<file path="src/rtl/seq_mul8_pkg.sv">
// Shared types and widths for the seq_mul8 shift-add multiplier.
package seq_mul8_pkg;

  localparam int OP_W   = 8;
  localparam int PROD_W = 16;
  localparam int CNT_W  = 4;

  localparam logic [CNT_W-1:0] LAST_ITER = CNT_W'(OP_W - 1);

  typedef enum logic [1:0] {
    IDLE = 2'd0,
    RUN  = 2'd1,
    DONE = 2'd2
  } state_e;

endpackage

</file>
<file path="src/rtl/seq_mul8_add16.sv">
// 16-bit ripple-carry adder built from half/full adder cells; carries the acc+mcand path.
module ha (
  input  logic x,
  input  logic y,
  output logic sum,
  output logic cout
);
  assign sum  = x ^ y;
  assign cout = x & y;
endmodule

module fa (
  input  logic x,
  input  logic y,
  input  logic cin,
  output logic sum,
  output logic cout
);
  assign sum  = x ^ y ^ cin;
  assign cout = (x & y) | (cin & (x ^ y));
endmodule

module add16 (
  input  logic [15:0] x,
  input  logic [15:0] y,
  output logic [15:0] sum,
  output logic        cout
);
  logic [15:0] carry;

  ha u_ha0 (.x(x[0]), .y(y[0]), .sum(sum[0]), .cout(carry[0]));

  for (genvar i = 1; i < 16; i++) begin : g_fa
    fa u_fa (.x(x[i]), .y(y[i]), .cin(carry[i-1]), .sum(sum[i]), .cout(carry[i]));
  end

  assign cout = carry[15];
endmodule

</file>
<file path="src/rtl/seq_mul8.sv">
// Sequential 8x8 unsigned shift-add multiplier with valid/ready on both sides.
// Build option SEQ_MUL8_EARLY_TERM_EN: leave RUN once the remaining multiplier bits are all zero.
//
// Handshake: a transfer happens on a rising clk edge where valid and ready are both 1.
// Operands: in_valid/in_ready; the producer holds a/b stable while in_valid is high.
// Result:   out_valid/out_ready; p is held stable while out_valid=1 and out_ready=0.
module seq_mul8
  import seq_mul8_pkg::*;
(
  input  logic              clk,
  input  logic              rst_n,
  input  logic [OP_W-1:0]   a,
  input  logic [OP_W-1:0]   b,
  input  logic              in_valid,
  output logic              in_ready,
  output logic [PROD_W-1:0] p,
  output logic              out_valid,
  input  logic              out_ready,
  output logic              busy,
  output state_e            dbg_state_o
);

  state_e             state_q, state_d;
  logic [PROD_W-1:0]  acc_q, acc_d;
  logic [PROD_W-1:0]  mcand_q, mcand_d;
  logic [OP_W-1:0]    mplr_q, mplr_d;
  logic [CNT_W-1:0]   cnt_q, cnt_d;

  logic [PROD_W-1:0]  add_sum;
  logic               add_cout_unused;
  logic [OP_W-1:0]    mplr_shifted;
  logic               last_run;

  add16 u_add16 (
    .x   (acc_q),
    .y   (mcand_q),
    .sum (add_sum),
    .cout(add_cout_unused)
  );

  assign mplr_shifted = mplr_q >> 1;

`ifdef SEQ_MUL8_EARLY_TERM_EN
  // Once every multiplier bit has been consumed further iterations add nothing.
  assign last_run = (cnt_q == LAST_ITER) || (mplr_shifted == '0);
`else
  assign last_run = (cnt_q == LAST_ITER);
`endif

  always_comb begin
    state_d = state_q;
    acc_d   = acc_q;
    mcand_d = mcand_q;
    mplr_d  = mplr_q;
    cnt_d   = cnt_q;
    case (state_q)
      IDLE: begin
        if (in_valid) begin
          acc_d   = '0;
          mcand_d = {{(PROD_W-OP_W){1'b0}}, a};
          mplr_d  = b;
          cnt_d   = '0;
          state_d = RUN;
        end
      end
      RUN: begin
        if (mplr_q[0]) acc_d = add_sum;
        mcand_d = mcand_q << 1;
        mplr_d  = mplr_shifted;
        cnt_d   = cnt_q + CNT_W'(1);
        if (last_run) state_d = DONE;
      end
      DONE: begin
        if (out_ready) state_d = IDLE;
      end
      default: state_d = IDLE;
    endcase
  end

  always_ff @(posedge clk or negedge rst_n) begin
    if (!rst_n) begin
      state_q <= IDLE;
      acc_q   <= '0;
      mcand_q <= '0;
      mplr_q  <= '0;
      cnt_q   <= '0;
    end else begin
      state_q <= state_d;
      acc_q   <= acc_d;
      mcand_q <= mcand_d;
      mplr_q  <= mplr_d;
      cnt_q   <= cnt_d;
    end
  end

  // in_ready is gated by rst_n so nothing looks acceptable while reset is held.
  assign in_ready    = rst_n && (state_q == IDLE);
  assign out_valid   = (state_q == DONE);
  assign p           = out_valid ? acc_q : '0;
  assign busy        = (state_q != IDLE);
  assign dbg_state_o = state_q;

endmodule

</file>
<file path="config.mk">
export PLATFORM = sky130hd
export DESIGN_NAME = seq_mul8
export DESIGN_NICKNAME = d
export VERILOG_FILES = /design/src/rtl/seq_mul8_pkg.sv /design/src/rtl/seq_mul8_add16.sv /design/src/rtl/seq_mul8.sv
export SDC_FILE = /design/constraint.sdc
export NUM_CORES = 1
export LEC_CHECK = 0
export CAP_MARGIN = 30
export CORE_MARGIN = 8
export CORE_UTILIZATION = 40
export CTS_BUF_LIST = sky130_fd_sc_hd__clkbuf_8
export DETAILED_ROUTE_END_ITERATION = 8
export PLACE_DENSITY = 0.63
export SLEW_MARGIN = 10
export SYNTH_ARGS = -nofsm -noshare
export SYNTH_HDL_FRONTEND = slang
export SYNTH_SLANG_ARGS = --single-unit
</file>
<file path="constraint.sdc">
create_clock -name clk -period 21.3 [get_ports clk]
set_clock_uncertainty 0.2 [all_clocks]
set_input_delay 5.325 -clock clk [delete_from_list [all_inputs] [get_ports clk]]
set_output_delay 5.325 -clock clk [all_outputs]
set_load 0.02 [all_outputs]
</file>
Word-level counts from Yosys, hierarchy flattened

Cells that the tools add are included.
Widths: inputs -> output; s select.

Input bits: 20
Output and inout bits: 21
Register bits: 46
Word-level logic and storage cells: 108

Reductions and logical operators: 7
Bitwise gates (word level): 74
$add $sub $neg: 1
Equal/unequal tests: 7
Multiplexer cells: 14

Operators by type and width:

| cell                | count |
|---|---|
| $mux 16             | 4 |
| $pmux 16 s2         | 2 |
| $xor 1x1->1         | 31 |
| $and 1x1->1         | 29 |
| $pmux 8 s2          | 1 |
| $or 1x1->1          | 14 |
| $mux 8              | 1 |
| $pmux 4 s2          | 1 |
| $mux 2              | 3 |
| $ne 2x2->1 const B  | 3 |
| $pmux 2 s3          | 1 |
| $reduce_and 3->1    | 2 |
| $add 4x1->4 const B | 1 |
| $eq 4x3->1 const B  | 1 |
| $mux 4              | 1 |
| $reduce_bool 2->1   | 2 |
| $eq 2x1->1 const B  | 1 |
| $eq 2x2->1 const B  | 1 |
| $logic_not 2->1     | 1 |
| $ne 2x1->1 const B  | 1 |
| $reduce_and 2->1    | 1 |
| $logic_and 1x1->1   | 1 |

Longest topological paths before layout

Gate-level depths: netlist of run 1.

Depth after elaboration: 32
Gate-level depth with buffers: 21

Hierarchy

Synthesis of run 1 repeated with hierarchy kept, for this count alone.

Cells, all modules: 226
Area total of the unflattened synthesis: 2484.9 um2

Modules (own cells, without submodules):

| module   | seq. area each (um2) | cells each | times used | area an instance (um2) |
|---|---|---|---|---|
| seq_mul8 | 1151.1               | 210        | 1          | 2172.1 |
| fa       | 0.0                  | 1          | 15         | 20.0 |
| ha       | 0.0                  | 1          | 1          | 12.5 |

Least setup slack after synthesis of run 1

OpenSTA, ideal clock, no wires.

Path kind: input-to-output
Start point: in rst_n
End point: out in_ready
Stages: 2
Arrival time: 5.639 ns
Path slack: 10.136 ns
Buffers on the path: 0
Cells stage by stage: inv_1 > nor2_1

Cells in the longest elaborated chain, start to end: 1

Ends and longest elaborated chain:

| item               | line           | text |
|---|---|---|
| start: declaration | seq_mul8.sv:11 | `input logic rst_n,` |
| $logic_and 1x1->1  | seq_mul8.sv:97 | `assign in_ready = rst_n && (state_q == IDLE);` |
| end: declaration   | seq_mul8.sv:15 | `output logic in_ready,` |

No other way between the ends.

Final worst setup path of run 1

Same ends and word-level chain as after synthesis.

==> flow_metrics.py, run 1 <==
metrics = {
    "run_status": {
        "outcome": "complete, no violations",
    },
    "clock_tree": {
        "postCtsSetupBuffers": 0,
        "cts_sinks": 46,
        "clkTransAtPathRegs_ps": 80,
        "ctsRootBufferMaster": "clkbuf_8",
        "cts_max_level": 2,
        "clk_latency_ps": 300,
        "clk_path_buf_depth": 2,
        "cts_resized": 0,
        "cts_tree": "done",
        "numCtsBuffers": 5,
        "ctsHoldBuffers": 0,
    },
    "detailed_routing": {
        "drt_iter0_drc": 66,
        "routed_wl_um": 4803,
        "vias": 1702,
        "drc": 0,
        "viasPerCell": 4.891,
        "ant_nets": 0,
        "first_pass_iters": 4,
        "routedWlPerCell_um": 13.80,
    },
    "global_route": {
        "grt.total_usage_pct": 12.36,
        "antenna_found_initial": 0,
        "grt_pass1_wl_um": 8763,
        "grt_pass1_vias": 1859,
        "grt_max_degree": 48,
        "grt_overflow_total": 0,
    },
    "power_and_ir_drop": {
        "finalPower_mw": 0.3654,
        "vdd_drop_max_v": 0.00004688,
        "power.density_nw_per_um2": 123.4,
        "power.leakage_nw": 1.240,
    },
    "sta": {
        "finalCritPeriodShare_pct": 57.40,
        "setup-violations-final": 0,
        "timing.fmax_mhz": 81.79,
        "worstMarginPinSlew_ps": 585.3,
        "slew_headroom_pct": 60.98,
        "tns_ps": 0,
        "hold_violations": 0,
        "drv_slew": 0,
        "period_minus_slack_ps": 12230,
        "rsz0062_at_grt": "false",
    },
    "critical_path": {
        "worst-setup-path-type": "input port to output port",
        "reg2reg_slack_ps": 13600,
        "cp-end-kind": "output port",
        "r2r_cells": 21,
        "critPathArrivalTime_ps": 6700,
        "required_ps": 15780,
        "startpoint_type": "input port",
        "rr_endpoint": "acc_q[15]",
        "cp_max_fo": 47,
        "r2r-start": "mcand_q[0]",
    },
    "min_path": {
        "holdCritStartpoint": "mcand_q[12]",
        "hold_class": "flop to flop",
        "whs_path_depth": 2,
        "holdPathEnd": "mcand_q[12]",
    },
    "place": {
        "dp_hpwl_um": 3486,
        "gp_congestion": 0.7274,
        "dp.cells": 340,
        "portBuffers": 40,
    },
    "cells_and_area": {
        "fillers": 562,
        "n_antenna_cell": 0,
        "num-nets-final": 308,
        "instances_no_fill": 348,
        "drive_above_1_share_pct": 5.861,
        "area_growth_pct": 20.96,
    },
    "yosys": {
        "synth_top_area_cell": "dfrtp_1",
        "syn_area_um2": 2447,
        "async_reset_ff_share_pct": 100.0,
        "ys_warn_count": 0,
        "ys_top_cells_by_area": "dfrtp_1 (47%), fa_1 (11%), o21ai_0 (6.3%)",
        "synth-edff-count": 0,
        "syn_nets": 271,
        "synthCells": 235,
        "yosysUniqueCellTypes": 34,
        "synth-seq-cells": 46,
        "synth_top_area_share_pct": 47.03,
        "synth_flop_cell": "dfrtp_1",
        "syn_area_per_cell_um2": 10.41,
        "seq_area_frac_synth_pct": 47.03,
    },
    "die": {
        "num_rows": 28,
        "core_area_um2": 5921,
        "die_h_um": 94.22,
        "initial_core_util_pct": 41.34,
        "die-area_um2": 8877,
        "ios": 41,
        "die_w_um": 94.22,
    },
    "job": {
        "maxCapViolCount": 0,
    },
}
-- power by group --
group          internal, mW  leakage, nW  switching, mW
clock                0.0257       0.0524         0.0281
combinational        0.0706        0.598         0.0902
sequential            0.125        0.590         0.0262
total                 0.221         1.24          0.145
-- synthesized netlist by cell type, types with 2 or more instances --
cell and count:
dfrtp_1 46, buf_2 6, nor2b_1 3, o31ai_1 5, inv_1 32, o21ai_0 31
nor2_1 15, and2_1 3, fa_1 14, buf_6 4, o2bb2ai_1 9, ha_1 2
a21o_1 2, nand2_1 26, a22o_1 3, clkbuf_1 2, a22oi_1 2, mux2i_1 14
-- how the worst max path moves through the flow --
stage               start  endpoint  slack, ps  cells past startpoint
floorplan           rst_n  in_ready      10140                      2
global placement    rst_n  in_ready       9020                      5
detailed placement  rst_n  in_ready       9020                      5
CTS                 rst_n  in_ready       9010                      5
global route        rst_n  in_ready       8940                      5
finish              rst_n  in_ready       9070                      5
-- final cells by class --
class | count | area [µm²] | share of cell area [%]
clock buffer | 6 | 82.58 | 2.790
sequential | 46 | 1151 | 38.88
multi-input combinational | 144 | 1086 | 36.69
timing repair buffer | 43 | 417.9 | 14.12
tap | 75 | 93.84 | 3.170
clock inverter | 2 | 8.758 | 0.2959
inverter | 32 | 120.1 | 4.057
-- state kept, by name, indices dropped and copies added (netlist names) --
name / count
cnt_q: 4
acc_q: 16
mplr_q: 8
dbg_state_o: 2
mcand_q: 16
-- per-layer routing --
layer	track usage [%]	routed length [µm]	share of wire [%]
met5	0	0	0
met1	16.72	2390	50
met4	4.359	48	1.0
met3	2.638	183	3.8
met2	19.00	2179	45
-- critical path, cell delays in order --
cell             delay (ps)
buf_2                    80
buf_4                   480
inv_1                    80
nor2_1                  120
clkdlybuf4s50_1         610
-- layout by cell type, fill, tap and decap left out, drive strengths merged --
master,instances
a21o,2
a22o,3
a22oi,2
and2,3
and2b,1
buf,4
clkbuf,6
clkdlybuf4s50,39
clkinv,1
dfrtp,46
fa,14
ha,2
inv,33
mux2,1
mux2i,15
nand2,26
nand2b,1
nand3,1
nand3b,1
nand4b,1
nor2,15
nor2b,3
nor3,1
o21ai,32
o21bai,1
o221ai,1
o22ai,1
o2bb2ai,9
o31ai,5
or2,2
xor2,1
-- kinds of logic after synthesis --
kind of cell / count (synthesis) / share of synthesized area, %
xor+xnor: 1 / 0.3579
flops: 46 / 47.03
buf+inv: 45 / 8.589
compound gates: 56 / 14.83
mux: 16 / 6.748
fa+ha+maj: 16 / 12.47
simple gates: 55 / 9.970
-- stage by stage --
step                      utilization, %  area, µm²  hold WS (ps)  setup slack [ps]
after floorplan                        -       2447         246.2             10140
after global placement             48.46       2869         260.8              9022
after detailed placement           48.46       2869         269.9              9015
after CTS                          50.00       2960         289.0              9010
after global routing               50.00       2960         317.4              8940
final                              50.00       2960         281.5              9073
Note: power is estimated with default switching activity, not from simulation.
==> run 2, diff against run 1 <==
==> constraint.sdc (replaced) <==
create_clock -name clk -period 12 [get_ports clk]
set_clock_uncertainty 0.2 [all_clocks]
set_input_delay 3 -clock clk [delete_from_list [all_inputs] [get_ports clk]]
set_output_delay 3 -clock clk [all_outputs]
set_load 0.02 [all_outputs]
==> run 2 against run 1 <==
Compared with the run above:
- final area is 0.72% higher
- utilization up 0.36 points
- via count is 1.4% lower
- register-to-register slack lost 9200 ps
- total power grew 85%
- worst setup slack worse by 4700 ps
- combinational power is 81% higher
- critical endpoint is now acc_q[15]
==> flow_metrics.py, run 2 (synthesis gave the netlist of run 1 again) <==
metrics = {
    "run_status": {
        "outcome": "complete, no violations",
    },
    "die": {
        "die-area_um2": 8877,
        "ios": 41,
        "core_area_um2": 5921,
        "die_w_um": 94.22,
        "num_rows": 28,
        "die_h_um": 94.22,
        "initial_core_util_pct": 41.34,
    },
    "detailed_routing": {
        "routedWlPerCell_um": 14.46,
        "drc": 0,
        "drt_iter0_drc": 88,
        "first_pass_iters": 4,
        "viasPerCell": 4.836,
        "vias": 1678,
        "ant_nets": 0,
        "routed_wl_um": 5019,
    },
    "sta": {
        "worstMarginPinSlew_ps": 600.0,
        "whs_ps": 282.1,
        "period_minus_slack_ps": 7625,
        "finalCritPeriodShare_pct": 63.54,
        "setup-violations-final": 0,
        "hold_violations": 0,
        "timing.fmax_mhz": 131.1,
        "drv_slew": 0,
        "slew_headroom_pct": 60.00,
        "tns_ps": 0,
        "rsz0062_at_grt": "false",
    },
    "cells_and_area": {
        "n_antenna_cell": 0,
        "area_growth_pct": 21.83,
        "final_cell_mix": "dfrtp_1 (46), clkdlybuf4s50_1 (39), inv_1 (32), o21ai_0 (31), nand2_1 (26)",
        "num-nets-final": 308,
        "instances_no_fill": 347,
        "final_common_cell": "dfrtp_1",
        "drive_above_1_share_pct": 5.882,
        "reg_top3": "acc_q (16), mcand_q (16), mplr_q (8)",
    },
    "clock_tree": {
        "ctsHoldBuffers": 0,
        "clkTransAtPathRegs_ps": 80,
        "ctsRootBufferMaster": "clkbuf_8",
        "cts_sinks": 46,
        "clk_latency_ps": 300,
        "cts_max_level": 2,
        "cts_tree": "done",
        "clk_path_buf_depth": 2,
        "numCtsBuffers": 5,
        "cts_resized": 0,
        "postCtsSetupBuffers": 0,
    },
    "critical_path": {
        "path_cells": "ha_1, inv_1, fa_1, fa_1, fa_1, fa_1, fa_1, fa_1, fa_1, fa_1, fa_1, fa_1, fa_1, fa_1, inv_1, fa_1, inv_1, fa_1, xor2_1, o221ai_1, o31ai_1",
        "required_ps": 11970,
        "worst-setup-path-type": "flop to flop",
        "path_buf_inv": 3,
        "crit_top_cell": "fa_1",
        "critPathArrivalTime_ps": 7590,
        "cp_slowest_cell": "fa_1",
        "slowest_delay_ps": 480,
        "startpoint_type": "flop",
        "critPathTopFamily": "adder cells",
        "cp_max_fo": 4,
        "cp-end-kind": "flop",
    },
    "power_and_ir_drop": {
        "power.density_nw_per_um2": 226.7,
        "sequentialPowerShare_pct": 39.6,
        "clkPwrFrac_pct": 17.4,
        "vdd_drop_max_v": 0.00008410,
        "intPower_mw": 0.4137,
        "p_switching_mw": 0.2623,
        "power.leakage_nw": 1.245,
        "swShare_pct": 38.80,
        "comb_power_share_pct": 43.0,
    },
    "global_route": {
        "grt_util_met3_pct": 3.118,
        "use_met1_pct": 17.28,
        "globalRoute.busiestLayer": "met2",
        "grt_pass1_wl_um": 8790,
        "grt.total_usage_pct": 12.57,
        "grt_pass1_vias": 1814,
        "grt_use_met2_pct": 18.71,
        "antenna_found_initial": 0,
        "grt_max_degree": 48,
        "grt_overflow_total": 0,
    },
    "place": {
        "gp_congestion": 0.7529,
        "portBuffers": 40,
        "dp.cells": 340,
        "dp_hpwl_um": 3529,
    },
    "min_path": {
        "hold_class": "flop to flop",
    },
    "job": {
        "maxCapViolCount": 0,
    },
}
run 2: metal layers:
layer | vias up | part of all wire [%] | wire [µm]
met4 | 0 | 1.2 | 62
met3 | 6 | 4.3 | 214
met1 | 809 | 50 | 2490
li1 | 836 | - | -
met2 | 27 | 45 | 2252
met5 | - | 0 | 0
run 2: path summary, 6_finish.rpt:
kind,end,cells past startpoint,slack (ps),start
setup / recovery,acc_q[15],21,4380,mcand_q[0]
hold / removal,mcand_q[8],2,280,mcand_q[8]
setup reg to reg,acc_q[15],21,4380,mcand_q[0]
hold reg to reg,mcand_q[8],2,280,mcand_q[8]
max in group asynchronous,acc_q[8],2,8600,rst_n
min in group asynchronous,mplr_q[4],2,2590,rst_n
run 2: tightest hold or removal path, cell delays in order (launching register included):
cell and delay [ps]:
dfrtp_1 350, nand2_1 40, o21ai_0 60
run 2: power by group through the flow:
stage	registers, mW	logic [mW]	clock network, mW
global route	0.278	0.339	0.127
global placement	0.269	0.287	0
floorplan	0.257	0.243	0
detailed placement	0.270	0.299	0
CTS	0.268	0.299	0.119
finish	0.268	0.291	0.117
run 2: area by class of cell:
cell class / count / area, µm²
repair buffers: 43 / 417.9
clock inverters: 1 / 30.03
well taps: 75 / 93.84
multi-input cells: 144 / 1086
fillers: 552 / 2939
inverters: 32 / 120.1
clock buffers: 6 / 82.58
flip-flops and latches: 46 / 1151
run 2: through the flow:
stage	util [%]	total power, mW	setup WS, ps	cell area, µm²
5_1_grt	50.36	0.7435	4086	2982
4_1_cts	50.36	0.6864	4289	2982
2_1_floorplan	-	0.4996	4651	2447
3_5_place_dp	48.46	0.5699	4317	2869
3_3_place_gp	48.46	0.5557	4389	2869
6_report	50.36	0.6761	4375	2982
